### src/rtl/reg_frame_decoder.sv
// Host byte-stream parser: assembles a command byte plus a big-endian 16-bit value
// into a one-clock register-write strobe, with framing-error, timeout and statistics.
module reg_frame_decoder #(
   parameter int TIMEOUT_CYCLES = 6400,
   parameter int CNT_WIDTH      = 8
) (
   input  logic                 clock,
   input  logic                 Reset,
   input  logic                 enable,
   input  logic [7:0]           rx_data,
   input  logic                 rx_valid,
   output logic [7:0]           cmd,
   output logic [15:0]          value,
   output logic                 write,
   output logic                 frame_err,
   output logic                 busy,
   output logic [CNT_WIDTH-1:0] frame_count,
   output logic [CNT_WIDTH-1:0] err_count
);

   localparam int TMO_W = $clog2(TIMEOUT_CYCLES + 1);
   localparam logic [TMO_W-1:0] TMO_LIM = TMO_W'(TIMEOUT_CYCLES - 1);

   typedef enum logic [1:0] {IDLE, VAL_HI, VAL_LO} state_t;

   state_t           state_q, state_d;
   logic [TMO_W-1:0] tmo_q, tmo_d;
   logic [7:0]       cmd_lat_q;
   logic [7:0]       hi_q;
   logic             accept;
   logic             load_cmd, load_hi, write_d, err_d, wr_static;

   function automatic logic is_long(input logic [3:0] c);
      return ((c >= 4'h1) && (c <= 4'h6)) || (c == 4'h8);
   endfunction

   function automatic logic is_static(input logic [3:0] c);
      return c == 4'h7;
   endfunction

   function automatic logic [CNT_WIDTH-1:0] sat_inc(input logic [CNT_WIDTH-1:0] c);
      return (&c) ? c : c + CNT_WIDTH'(1);
   endfunction

   assign accept = rx_valid & enable;
   assign busy   = (state_q != IDLE);

   always_comb begin
      state_d   = state_q;
      tmo_d     = tmo_q;
      load_cmd  = 1'b0;
      load_hi   = 1'b0;
      write_d   = 1'b0;
      err_d     = 1'b0;
      wr_static = 1'b0;
      case (state_q)
         IDLE: begin
            tmo_d = '0;
            if (accept) begin
               if (is_long(rx_data[3:0])) begin
                  load_cmd = 1'b1;
                  state_d  = VAL_HI;
               end else if (is_static(rx_data[3:0])) begin
                  write_d   = 1'b1;
                  wr_static = 1'b1;
               end else begin
                  err_d = 1'b1;
               end
            end
         end
         VAL_HI, VAL_LO: begin
            // An arriving byte beats a timeout that would expire on the same clock
            if (!enable) begin
               state_d = IDLE;
               tmo_d   = '0;
            end else if (accept) begin
               tmo_d = '0;
               if (state_q == VAL_HI) begin
                  load_hi = 1'b1;
                  state_d = VAL_LO;
               end else begin
                  write_d = 1'b1;
                  state_d = IDLE;
               end
            end else if (tmo_q == TMO_LIM) begin
               err_d   = 1'b1;
               state_d = IDLE;
               tmo_d   = '0;
            end else begin
               tmo_d = tmo_q + TMO_W'(1);
            end
         end
         default: state_d = IDLE;
      endcase
   end

   always_ff @(posedge clock) begin
      if (Reset) begin
         state_q     <= IDLE;
         tmo_q       <= '0;
         write       <= 1'b0;
         frame_err   <= 1'b0;
         frame_count <= '0;
         err_count   <= '0;
         cmd         <= '0;
         value       <= '0;
      end else begin
         state_q   <= state_d;
         tmo_q     <= tmo_d;
         write     <= write_d;
         frame_err <= err_d;
         if (write_d) begin
            frame_count <= frame_count + CNT_WIDTH'(1);
            cmd         <= wr_static ? rx_data : cmd_lat_q;
            if (!wr_static) value <= {hi_q, rx_data};
         end
         if (err_d) err_count <= sat_inc(err_count);
      end
   end

   // Partial-frame holding registers; never visible until a write completes
   always_ff @(posedge clock) begin
      if (load_cmd) cmd_lat_q <= rx_data;
      if (load_hi)  hi_q      <= rx_data;
   end

endmodule

### config.mk
export PLATFORM = sky130hd
export DESIGN_NAME = reg_frame_decoder
export DESIGN_NICKNAME = d
export VERILOG_FILES = /design/src/rtl/reg_frame_decoder.sv
export SDC_FILE = /design/constraint.sdc
export NUM_CORES = 1
export LEC_CHECK = 0
export ABC_AREA = 1
export CAP_MARGIN = 0
export CELL_PAD_IN_SITES_DETAIL_PLACEMENT = 1
export CELL_PAD_IN_SITES_GLOBAL_PLACEMENT = 1
export CORE_MARGIN = 1
export CORE_UTILIZATION = 35
export DETAILED_ROUTE_END_ITERATION = 8
export PLACE_DENSITY = 0.8
export SYNTH_ARGS = -nofsm -noshare
export SYNTH_HDL_FRONTEND = slang
export SYNTH_SLANG_ARGS = --single-unit
export TNS_END_PERCENT = 1
### constraint.sdc
create_clock -name clock -period 1.7 [get_ports clock]
set_input_delay 0.17 -clock clock [delete_from_list [all_inputs] [get_ports clock]]
set_output_delay 0.17 -clock clock [all_outputs]
set_load 0.02 [all_outputs]
== After elaboration in Yosys (flattened, before gate mapping) ==
Cells that the tools add are included.

* Register bits after elaboration: 73
* Output and inout port bits: 43
* Logic and storage cells: 70
* Bits of input ports: 12

* Eq/ne operators: 8
* Bitwise operators: 3
* Order comparisons: 2
* Reductions and logical operators: 10
* Add/subtract/negate cells: 3
* Multiplexer cells: 34

{| class="wikitable"
|+ Operator list
! kind !! number
|-
| two-way mux 13 bit || 3
|-
| case mux 13 bit (2 select lines) || 1
|-
| two-way mux 1 bit || 20
|-
| adder 8 x 1 -> 8 bit (second input constant) || 2
|-
| adder 13 x 1 -> 13 bit (second input constant) || 1
|-
| equality test 13 bit (second input constant) || 1
|-
| two-way mux 2 bit || 6
|-
| two-way mux 8 bit || 1
|-
| AND reduction 8 bit || 1
|-
| equality test 4 x 3 -> 1 bit (second input constant) || 1
|-
| equality test 4 bit (second input constant) || 1
|-
| greater-or-equal comparator 4 x 1 -> 1 bit (second input constant) || 1
|-
| less-or-equal comparator 4 x 3 -> 1 bit (second input constant) || 1
|-
| inequality test 2 bit (second input constant) || 2
|-
| inequality test 4 bit (second input constant) || 1
|-
| case mux 1 bit (2 select lines) || 2
|-
| case mux 2 bit (2 select lines) || 1
|-
| AND reduction 2 bit || 2
|-
| nonzero test 2 bit || 2
|-
| AND reduction 3 bit || 1
|-
| equality test 2 x 1 -> 1 bit (second input constant) || 1
|-
| equality test 2 bit (second input constant) || 1
|-
| zero test 2 bit || 1
|-
| NOT 1 bit || 2
|-
| 4 further kinds || 4
|}

== Longest topological paths before layout ==
* Word-level depth: 8
* Mapped depth: 11
* Mapped depth without buffers: 10

== Least setup slack after synthesis ==
Ideal clock, no wire load.

* Kind: reg2reg
* Start: register err_count[1]
* End: register err_count[0]
* Setup time: 0.114 ns
* Setup slack: 0.075 ns
* Arrival time: 1.512 ns
* Path buffers: 0
* Cell stages (with the launch flop): 9
* Clock period less this slack: 1.625 ns
* Required time: 1.586 ns
* Cells stage by stage: dfxtp_1 -> ha_1 -> nand2_1 -> nor3_2 -> nand3_1 -> nand3_2 -> nand2_1 -> nand2_1 -> nor2_1

* Longest elaborated chain between the ends: 3

{| class="wikitable"
|+ Ends and longest elaborated chain
! what !! line !! text
|-
| start, declared || 18 || <nowiki>output logic [CNT_WIDTH-1:0] err_count</nowiki>
|-
| start signal, assigned || 117 || <nowiki>if (err_d) err_count <= sat_inc(err_count);</nowiki>
|-
| AND reduction 8 bit || 42 || <nowiki>return (&c) ? c : c + CNT_WIDTH'(1);</nowiki>
|-
| NOT 1 bit (no source line) || - ||
|-
| AND reduction 2 bit (no source line) || - ||
|}

No other way between the ends.
A chain may end at the register's enable or synchronous reset.

== Final worst setup path ==
* Start: register state_q[1]
* End: register cmd[1]

* Longest elaborated chain between the ends: 5
* Elaborated cells on any way between the ends: 10
* Those cells by class: 2 x eq/ne; 6 x mux; 2 x reduce/logical

{| class="wikitable"
|+ Ends and longest elaborated chain
! what !! line !! text
|-
| start, declared || 26 || <nowiki>state_t state_q, state_d;</nowiki>
|-
| start signal, assigned || 108 || <nowiki>state_q <= state_d;</nowiki>
|-
| equality test 2 x 1 -> 1 bit || 56, 78 ||
|-
| two-way mux 1 bit || 78 || <nowiki>if (state_q == VAL_HI) begin</nowiki>
|-
| two-way mux 1 bit || 76 || <nowiki>end else if (accept) begin</nowiki>
|-
| two-way mux 1 bit || 73 || <nowiki>if (!enable) begin</nowiki>
|-
| case mux 1 bit (2 select lines) || 56 || <nowiki>case (state_q)</nowiki>
|-
| end signal, assigned || 114 || <nowiki>cmd <= wr_static ? rx_data : cmd_lat_q;</nowiki>
|-
| end, declared || 12 || <nowiki>output logic [7:0] cmd,</nowiki>
|}

Several ways; a longest one is shown, not always the timed one.

==> metrics.cfg <==
[global_route]
grt_pass1_wl_microns=14900
overflow=0
grt_pass1_vias=3175
antenna_found_initial=0
grt_max_degree=21
grtUsageTotal=0.198

[critical_path]
slowest_delay_ps=340
startpoint_type=register
cp-end-kind=register
cp_data_arrival_time_ps=1990
crit_family=buffers and inverters
critPathKind=reg -> reg
crit_top_cell=buf_12
critPathBufInv=4
slowest_stage=dfxtp_2
crit_required_ps=1970
crit_chain=inv_2, ha_4, nor3b_4, nor2_2, nor2_4, buf_12, buf_12, buf_4, o21ai_1, nor2_1
path_max_fanout=8

[synth]
synth_xor_area_frac=0.0301
synth_top_family_by_area=simple AND/OR/NAND/NOR gates
yosysSeqAreaShare=0.506
yosysWarningCount=0
synth_compound_area_frac=0.0886
yosys_register_bits=73
yosysMostFrequentCell=nand2_1
synth_edf_count=16
synth_area_sq_um=3200
ys_types=27
synth.avg_cell_area_sq_um=8.37
yosys.area.top_type=dfxtp_1
synth_top_area_share=0.356
synth_fp_nets=401
synth.top_cells.by_area=dfxtp_1, edfxtp_1, nand2_1
synthMuxAreaShare=0
postSynth.asyncResetShare=0
synthAdderAreaFrac=0.0234
postSynthCellCount=383
synth_simple_gate_area_frac=0.285
synth_ff_type=dfxtp_1
yosys-top-cells-count=nand2_1, dfxtp_1, nor2_1, inv_1, nand3_1

[route]
drt_iter0_drc=123
wl_met3_microns=256
route.met2.wl_microns=4820
post_drt_wl_per_cell_microns=15.9
wl_met1_microns=4060
drt-vias-per-instance=5.06
drt_first_pass_iters=8
drcViolationCount=6
route.vias.total=2978
totalWireLength_microns=9340
highest_layer=met4
ant_nets=0

[layout]
regArea_sq_um=1630
drive_gt1_frac=0.241
multi_input_area_sq_um=1500
fillers=1028
antenna-diode-count=0
fin_nets=494
area_delta_synth_final_pct=42.8

[run_status]
status=finished with violations
violations=DRC, setup timing

[clocking]
htree_levels=3
postCtsHoldBufs=0
numCtsBuffers=9
clock_sinks=73
ctsLongestPathBuffers=2
cts_tree=yes
clock_latency_ps=370
clk_pin_slew_ps=100
clockRootBuffer=clkbuf_8

[place]
io_buffers=54
dpl.hpwl_microns=6250
place_congestion=0.780
place_ws_ps=-217

[power]
p_sw_frac=0.263
pwr-share-seq=0.517
irDropWorstVdd_v=0.000378
power_frac_clock=0.402
p_int_mw=2.57
leakage_nw=1.72
power_density_nw_per_um2=763
pwr-share-comb=0.081
p_switching_uw=919

[run]
max-cap-violations=0

[timing]
slew_viol_final=0
fin_hold_ws_ps=451
hold_viol_final=0
fmax_mhz=581
tightest_slew_ps=521
setup_tns_ps=-32.3
fin_crit_sh=1.01
rsz0062_at_grt=true
finalCriticalPeriod_ps=1720
fin_ws_ps=-20.3
slew_headroom=0.650
setup_violations=2
finalClockSkew_ps=17.0

[floorplanning]
num_rows=34
die_y_microns=97.7
ios=55
die-area_sq_um=9540
start_util=0.364
fp.coreArea_sq_um=8810
die_x_microns=97.7

[min_path]
hp-class=in -> reg

power groups by stage:
| stage | Combinational (mW) | Sequential, mW | Clock [mW] |
|---|---|---|---|
| floorplan | 0.0879 | 1.86 | 0 |
| global placement | 0.243 | 1.84 | 0 |
| detailed placement | 0.250 | 1.84 | 0 |
| CTS | 0.256 | 1.80 | 1.44 |
| global route | 0.300 | 1.81 | 1.52 |
| finish | 0.281 | 1.81 | 1.40 |
flip-flops by register name, indices dropped and copies added, names as in the netlist:
signal	count
value	16
tmo_q	13
cmd	8
cmd_lat_q	8
err_count	8
frame_count	8
hi_q	8
state_q	2
frame_err	1
write	1
worst paths after layout:
kind / startpoint / to / slack, ps / depth (start not counted)
worst max-delay path: state_q[1]$_SDFFE_PP0P_ / cmd[1]$_SDFFE_PP0P_ / -20 / 10
worst min-delay path: rx_data[7] / cmd_lat_q[7]$_DFFE_PP_ / 450 / 1
worst max register to register: state_q[1]$_SDFFE_PP0P_ / cmd[1]$_SDFFE_PP0P_ / -20 / 10
worst min register to register: cmd[3]$_SDFFE_PP0P_ / cmd[3]$_SDFFE_PP0P_ / 470 / 2
area by class of cell:
cell class	count	area share
clock buffers	10	0.0325
inverters	35	0.0293
repair buffers	96	0.214
flip-flops and latches	73	0.355
clock inverters	6	0.0118
well taps	108	0.0295
multi-input cells	261	0.327
per-stage QoR:
stage | instances | util | cell area [sq um] | total power [mW]
floorplan | 383 | - | 3200 | 1.95
global placement | 569 | 0.471 | 4150 | 2.09
detailed placement | 569 | 0.471 | 4150 | 2.09
CTS | 585 | 0.498 | 4380 | 3.50
global route | 589 | 0.519 | 4570 | 3.63
finish | 589 | 0.519 | 4570 | 3.49
cells by family after synthesis:
logic type,count (synthesis)
fa+ha+maj,6
flops,73
xor+xnor,11
compound gates,47
simple gates,197
buf+inv,49
what timing repair did:
action                     4_1_cts  5_1_grt
pin swaps                        1       14
buffers inserted                 0        1
gates cloned                     0        3
gates resized for setup         13       36
setup endpoints to repair       42       54
metal layers:
layer | track usage | up-vias
met5 | 0 | -
met4 | 0.0746 | 0
met3 | 0.0482 | 18
met2 | 0.356 | 48
met1 | 0.225 | 1467
li1 | - | 1445
cells in the final DEF, fill, tap and decap left out, types with 6 or more instances in the layout:
cell	synthesis	final
nand2_2	3	8
nor2_1	38	29
nand4_1	8	8
clkbuf_8	0	9
a21oi_2	7	13
edfxtp_1	16	16
nand3_2	8	8
clkdlybuf4s50_1	0	53
inv_1	33	32
buf_4	0	31
nor2_2	1	10
nand2_1	88	82
a21oi_1	26	20
dfxtp_1	57	54
nand3_1	32	31
buf_12	0	6
xor2_1	11	11
nor3_1	9	9
Power figures use the tool's default switching activity.
==> RTL edit 1 (config.mk and constraints unchanged) <==
The parameter `CNT_WIDTH` goes from 8 to 7.
--- a/src/rtl/reg_frame_decoder.sv
+++ b/src/rtl/reg_frame_decoder.sv
@@ -2,7 +2,7 @@
 // into a one-clock register-write strobe, with framing-error, timeout and statistics.
 module reg_frame_decoder #(
    parameter int TIMEOUT_CYCLES = 6400,
-   parameter int CNT_WIDTH      = 8
+   parameter int CNT_WIDTH      = 7
 ) (
    input  logic                 clock,
    input  logic                 Reset,
Ports: changed (resized err_count and frame_count); port bits go from 55 to 53. No check against the original RTL was run, so the function may have changed too.
==> RTL edit 1 against the original RTL <==
- power fell by 7.1%
- synthesized cell count fell by 8.6%
- combinational power fell by 3%
- via count fell by 6.4%
- sequential cell count fell by 2
- area after synthesis fell by 3.9%
- clock power fell by 14%
- wire length fell by 7.0%
- first-iteration DRC count fell by 24%
- clock skew fell by 5.2 ps
- cell area fell by 4.8%
- count of clock-buffer cells in the layout rose by 3
- setup slack improved by 90 ps
- critical path type unchanged
- critical endpoint is now value[14]
==> RTL edit 1: results (changes against the original RTL) <==
| Metric | Value |
|---|---|
| Post-place setup slack | -214.1 ps (+2.766 ps) |
| Total Routing Usage GR | 19.07% (-0.74 points) |
| Post_cts resized | 9 (-4) |
| Clock skew | 11.73 ps (-5.232 ps) |
| Layout cell share with drive strength beyond 1 | 27.68% (+3.6 points) |
| Largest net degree at the start of global routing | 26 (+24%) |
| Worst skew pair latency | 350 ps (-20 ps) |
| Met1 Use GR | 23.39% (+0.85 points) |
| VDD IR-drop max | 0.3312 mV (-12%) |
| Sequential area share after synthesis | 51.36% (+0.76 points) |
| Combinational power share | 8.4% (+0.3 points) |
| Final nets | 461 (-6.7%) |
| Adder-Cell Fraction of Synth Area | 2.438% (+0.095 points) |
| Layout Cells excl Fill | 553 (-6.1%) |
| XOR/XNOR Fraction of Synth Area | 2.275% (-0.73 points) |
| Routability cong. | 0.7943 (+1.8%) |
| Dominant cells by area after synthesis | dfxtp_1 36%, edfxtp_1 16%, nand2_1 9.1% |
| Hold Path Class | flop to flop |
| Max-slew headroom | 74.78% (+9.8 points) |
| Initial DRC count | 93 (-24%) |
| Grt met3 use | 4.265% (-0.55 points) |
| Port-buffer cells | 52 (-3.7%) |
| Status | finished, final reports clean |
| Synth Area in Compound Gates | 11.01% (+2.1 points) |
| Area of the multi-input gates | 1470 um^2 (-1.8%) |
| Leakage | 1.602 nW (-6.7%) |
| CP max FO | 16 (+8) |
| Met1 Wirelength | 3.810 mm (-6.2%) |
| Worst path max stage delay | 320 ps (-20 ps) |
| Placed cells | 529 (-7.0%) |
| Clock transition at path regs | 80 ps (-20 ps) |
| DP Wirelength | 5.875 mm (-6.0%) |
| Vias in the first global route | 2,802 (-12%) |
| Arrival time worst endpoint | 1880 ps (-110 ps) |
| Fillers | 994 (-3.3%) |
| Clk pwr share | 37.3% (-2.9 points) |
| Wire length per cell | 15.71 um (-0.89%) |
| Critical path's top delay family | simple AND/OR/NAND/NOR gates |
| Dpl cell area | 3926 um^2 (-5.3%) |
| Cell variety after synth | 36 (+33%) |
| Drt via density | 5.038 (-0.36%) |
| Post-layout total power | 3.240 mW (-7.1%) |
| Synth cell count leaders | 75 x nand2_1, 55 x dfxtp_1, 40 x nor2_1 |
| First-pass GRT wire length | 13.21 mm (-12%) |
| Syn Area/Cell | 8.798 um^2 (+5.2%) |
| Design Area, Final | 4355 um^2 (-4.8%) |
| Met2 wire length | 4.478 mm (-7.1%) |
| Global routing met2 resource utilization | 33.21% (-2.4 points) |
| Int Pwr | 2.436 mW (-5.2%) |
| Post-synth net total | 368 (-8.2%) |
| Met3 WL post-DR | 290 um (+13%) |
[RTL edit 1: worst paths after layout]
path | cells past startpoint | startpoint | slack, ps | endpoint
max | 12 | state_q[0] | 70 | value[14]
min | 2 | value[11] | 480 | value[11]
max reg2reg | 12 | state_q[0] | 70 | value[14]
min reg2reg | 2 | value[11] | 480 | value[11]
[RTL edit 1: worst register-to-register path, delay by kind of cell, from the launching register on]
kind	cells	cell delay (ps)
DFF	1	320
and+or+nand+nor	7	740
adders and majority gates	1	140
buffers and inverters	4	330
[RTL edit 1: layout make-up]
cell class | instances | share of cell area [%]
sequential | 71 | 36.40
timing repair buffer | 93 | 20.37
clock inverter | 3 | 0.4596
tap | 105 | 3.016
multi-input combinational | 239 | 33.75
clock buffer | 13 | 3.419
inverter | 29 | 2.585
[RTL edit 1: cell families after synthesis]
kind of cell,after synthesis
buffers and inverters,40
xor gates and xnor gates,8
adders and majority gates,6
DFF,71
AOI/OAI and AO/OA,58
and+or+nand+nor,167
==> RTL edit 2 (same flow settings) <==
Made on the original files. Re-encode `state_t` (3 states) as one-hot, 3 bits wide.
--- a/src/rtl/reg_frame_decoder.sv
+++ b/src/rtl/reg_frame_decoder.sv
@@ -21,7 +21,7 @@
    localparam int TMO_W = $clog2(TIMEOUT_CYCLES + 1);
    localparam logic [TMO_W-1:0] TMO_LIM = TMO_W'(TIMEOUT_CYCLES - 1);
 
-   typedef enum logic [1:0] {IDLE, VAL_HI, VAL_LO} state_t;
+   typedef enum logic [2:0] {IDLE = 3'b001, VAL_HI = 3'b010, VAL_LO = 3'b100} state_t;
 
    state_t           state_q, state_d;
    logic [TMO_W-1:0] tmo_q, tmo_d;
Formal check against the unedited RTL: no difference found for any inputs over 10 cycles, from zero or initial values and one cycle with Reset high; not proved beyond that.
==> RTL edit 2 against the original RTL <==
- wire length is 8.4% lower
- setup slack improved by 99 ps
- power shrank 4.6%
- via count fell by 2.2%
- hold slack better by 30 ps
- sequential cell count grew 1
- highest routed layer unchanged
- cell area decreased by 7.4%
- area after synthesis shrank 1.9%
- critical path type unchanged
==> RTL edit 2: results (changes against the original RTL) <==
| Metric | Value |
|---|---|
| Status | finished, final reports clean |
| Crit Reg-Reg Endpoint | err_count[7] |
| Leakage | 1.697 nW (-1.2%) |
| Arrival time worst endpoint | 1890 ps (-100 ps) |
| First-pass DRT Iterations | 4 (-4) |
| Hold path startpoint | cmd[3] |
| R2R setup slack | 80 ps (+100 ps) |
| Placed cells | 566 (-0.53%) |
| Pin slew with the least headroom to its limit | 385.4 ps (-135.4 ps) |
| Routability cong. | 0.7923 (+1.6%) |
| Worst skew pair latency | 350 ps (-20 ps) |
| Sequential area share after synthesis | 52.23% (+1.6 points) |
| Synth Register Bits | 74 (+1.4%) |
| Largest net degree at the start of global routing | 26 (+24%) |
| DP Wirelength | 5.983 mm (-4.3%) |
| Worst r2r src | err_count[1] |
| Layout cell share with drive strength beyond 1 | 15.72% (-8.4 points) |
| Syn Area/Cell | 8.143 um^2 (-2.7%) |
| Worst path max stage delay | 390 ps (+50 ps) |
| Vias in the first global route | 2,975 (-6.3%) |
| Hold EP | cmd[3] |
| Fillers | 1,076 (+4.7%) |
| Final nets | 487 (-1.4%) |
| VDD IR-drop max | 0.3358 mV (-11%) |
| Wire length per cell | 14.62 um (-7.8%) |
| Layout Cells excl Fill | 585 (-0.68%) |
## RTL edit 2: cell types whose count changed in the layout (fill, tap and decap cells not counted), moves of 6 or more
cell     delta
a21oi_2    -11
nor2_1     +31
nand2_1    -26
nand3_2     -6
nand4_1     -6
a21oi_1     +7
o21ai_0    +28
## RTL edit 2: stage by stage
| stage | cell area [um^2] | TNS, ps | hold slack (ps) | setup slack [ps] | power, mW |
|---|---|---|---|---|---|
| finish | 4235 | 0 | 480.5 | 78.64 | 3.329 |
| global placement | 3988 | -415.8 | 454.5 | -59.47 | 2.077 |
| floorplan | 3146 | 0 | 268.9 | 71.76 | 1.959 |
| global route | 4235 | -311.2 | 502.9 | -77.98 | 3.472 |
| detailed placement | 3988 | -1318 | 465.6 | -85.94 | 2.083 |
| CTS | 4177 | 0 | 477.6 | 32.41 | 3.364 |
## RTL edit 2: what timing repair did
action                                  4_1_cts  5_1_grt
endpoints found under the setup margin        2       21
buffers inserted                              0        2
gates cloned                                  0        1
gates resized for setup                       2       13
pin swaps                                     0        5
hold endpoints to repair                      0        0
## RTL edit 2: worst max-delay path by stage
stage,endpoint,from,slack [ps]
final,err_count[7],err_count[1],80
after global routing,err_count[7],err_count[1],-80
after CTS,err_count[1],tmo_q[0],30
after detailed placement,cmd_lat_q[2],enable,-90
after global placement,cmd_lat_q[2],rx_valid,-60
after floorplan,cmd_lat_q[0],state_q[2],70
## RTL edit 2: final cells by class
type	instances	area, um^2	share of cell area [%]
clock buffers	9	123.9	2.925
clock inverters	7	58.81	1.388
inverters	38	142.6	3.368
multi-input cells	264	1346	31.79
flip-flops and latches	74	1644	38.82
well taps	108	135.1	3.191
repair buffers	85	784.5	18.52
## RTL edit 2: tightest hold or removal path, delay by kind of cell, from the launching register on
kind / cells / cell delay (ps)
flip-flops: 1 / 320
AND/OR/NAND/NOR: 1 / 60
AO/OA/AOI/OAI: 1 / 50
## RTL edit 2: cells by family (layout without fill, tap and decap cells)
group                    Yosys count  after routing  share of synthesized area [%]
AO/OA/AOI/OAI                     72             72                          12.26
XOR/XNOR                           8              8                          2.229
adder cells (fa/ha/maj)            3              3                          1.194
buffers and inverters             49            139                          6.569
flip-flops                        74             74                          52.23
AND/OR/NAND/NOR                  180            181                          25.52
## RTL edit 2: layer usage
metal / vias to the layer above / GRT usage (%) / wire [um]
li1: 1446 / - / -
met1: 1406 / 23.92 / 3960
met2: 47 / 31.31 / 4244
met3: 13 / 3.685 / 208
met4: 0 / 6.085 / 141
met5: - / 0 / 0
## RTL edit 2: report_power, final
group          switching (mW)  internal, mW  leakage (nW)  total (mW)
Clock                   0.722         0.555        0.0925        1.28
Sequential             0.0100          1.81         0.613        1.82
Combinational           0.131         0.102         0.991       0.233
Total                   0.863          2.47          1.70        3.33
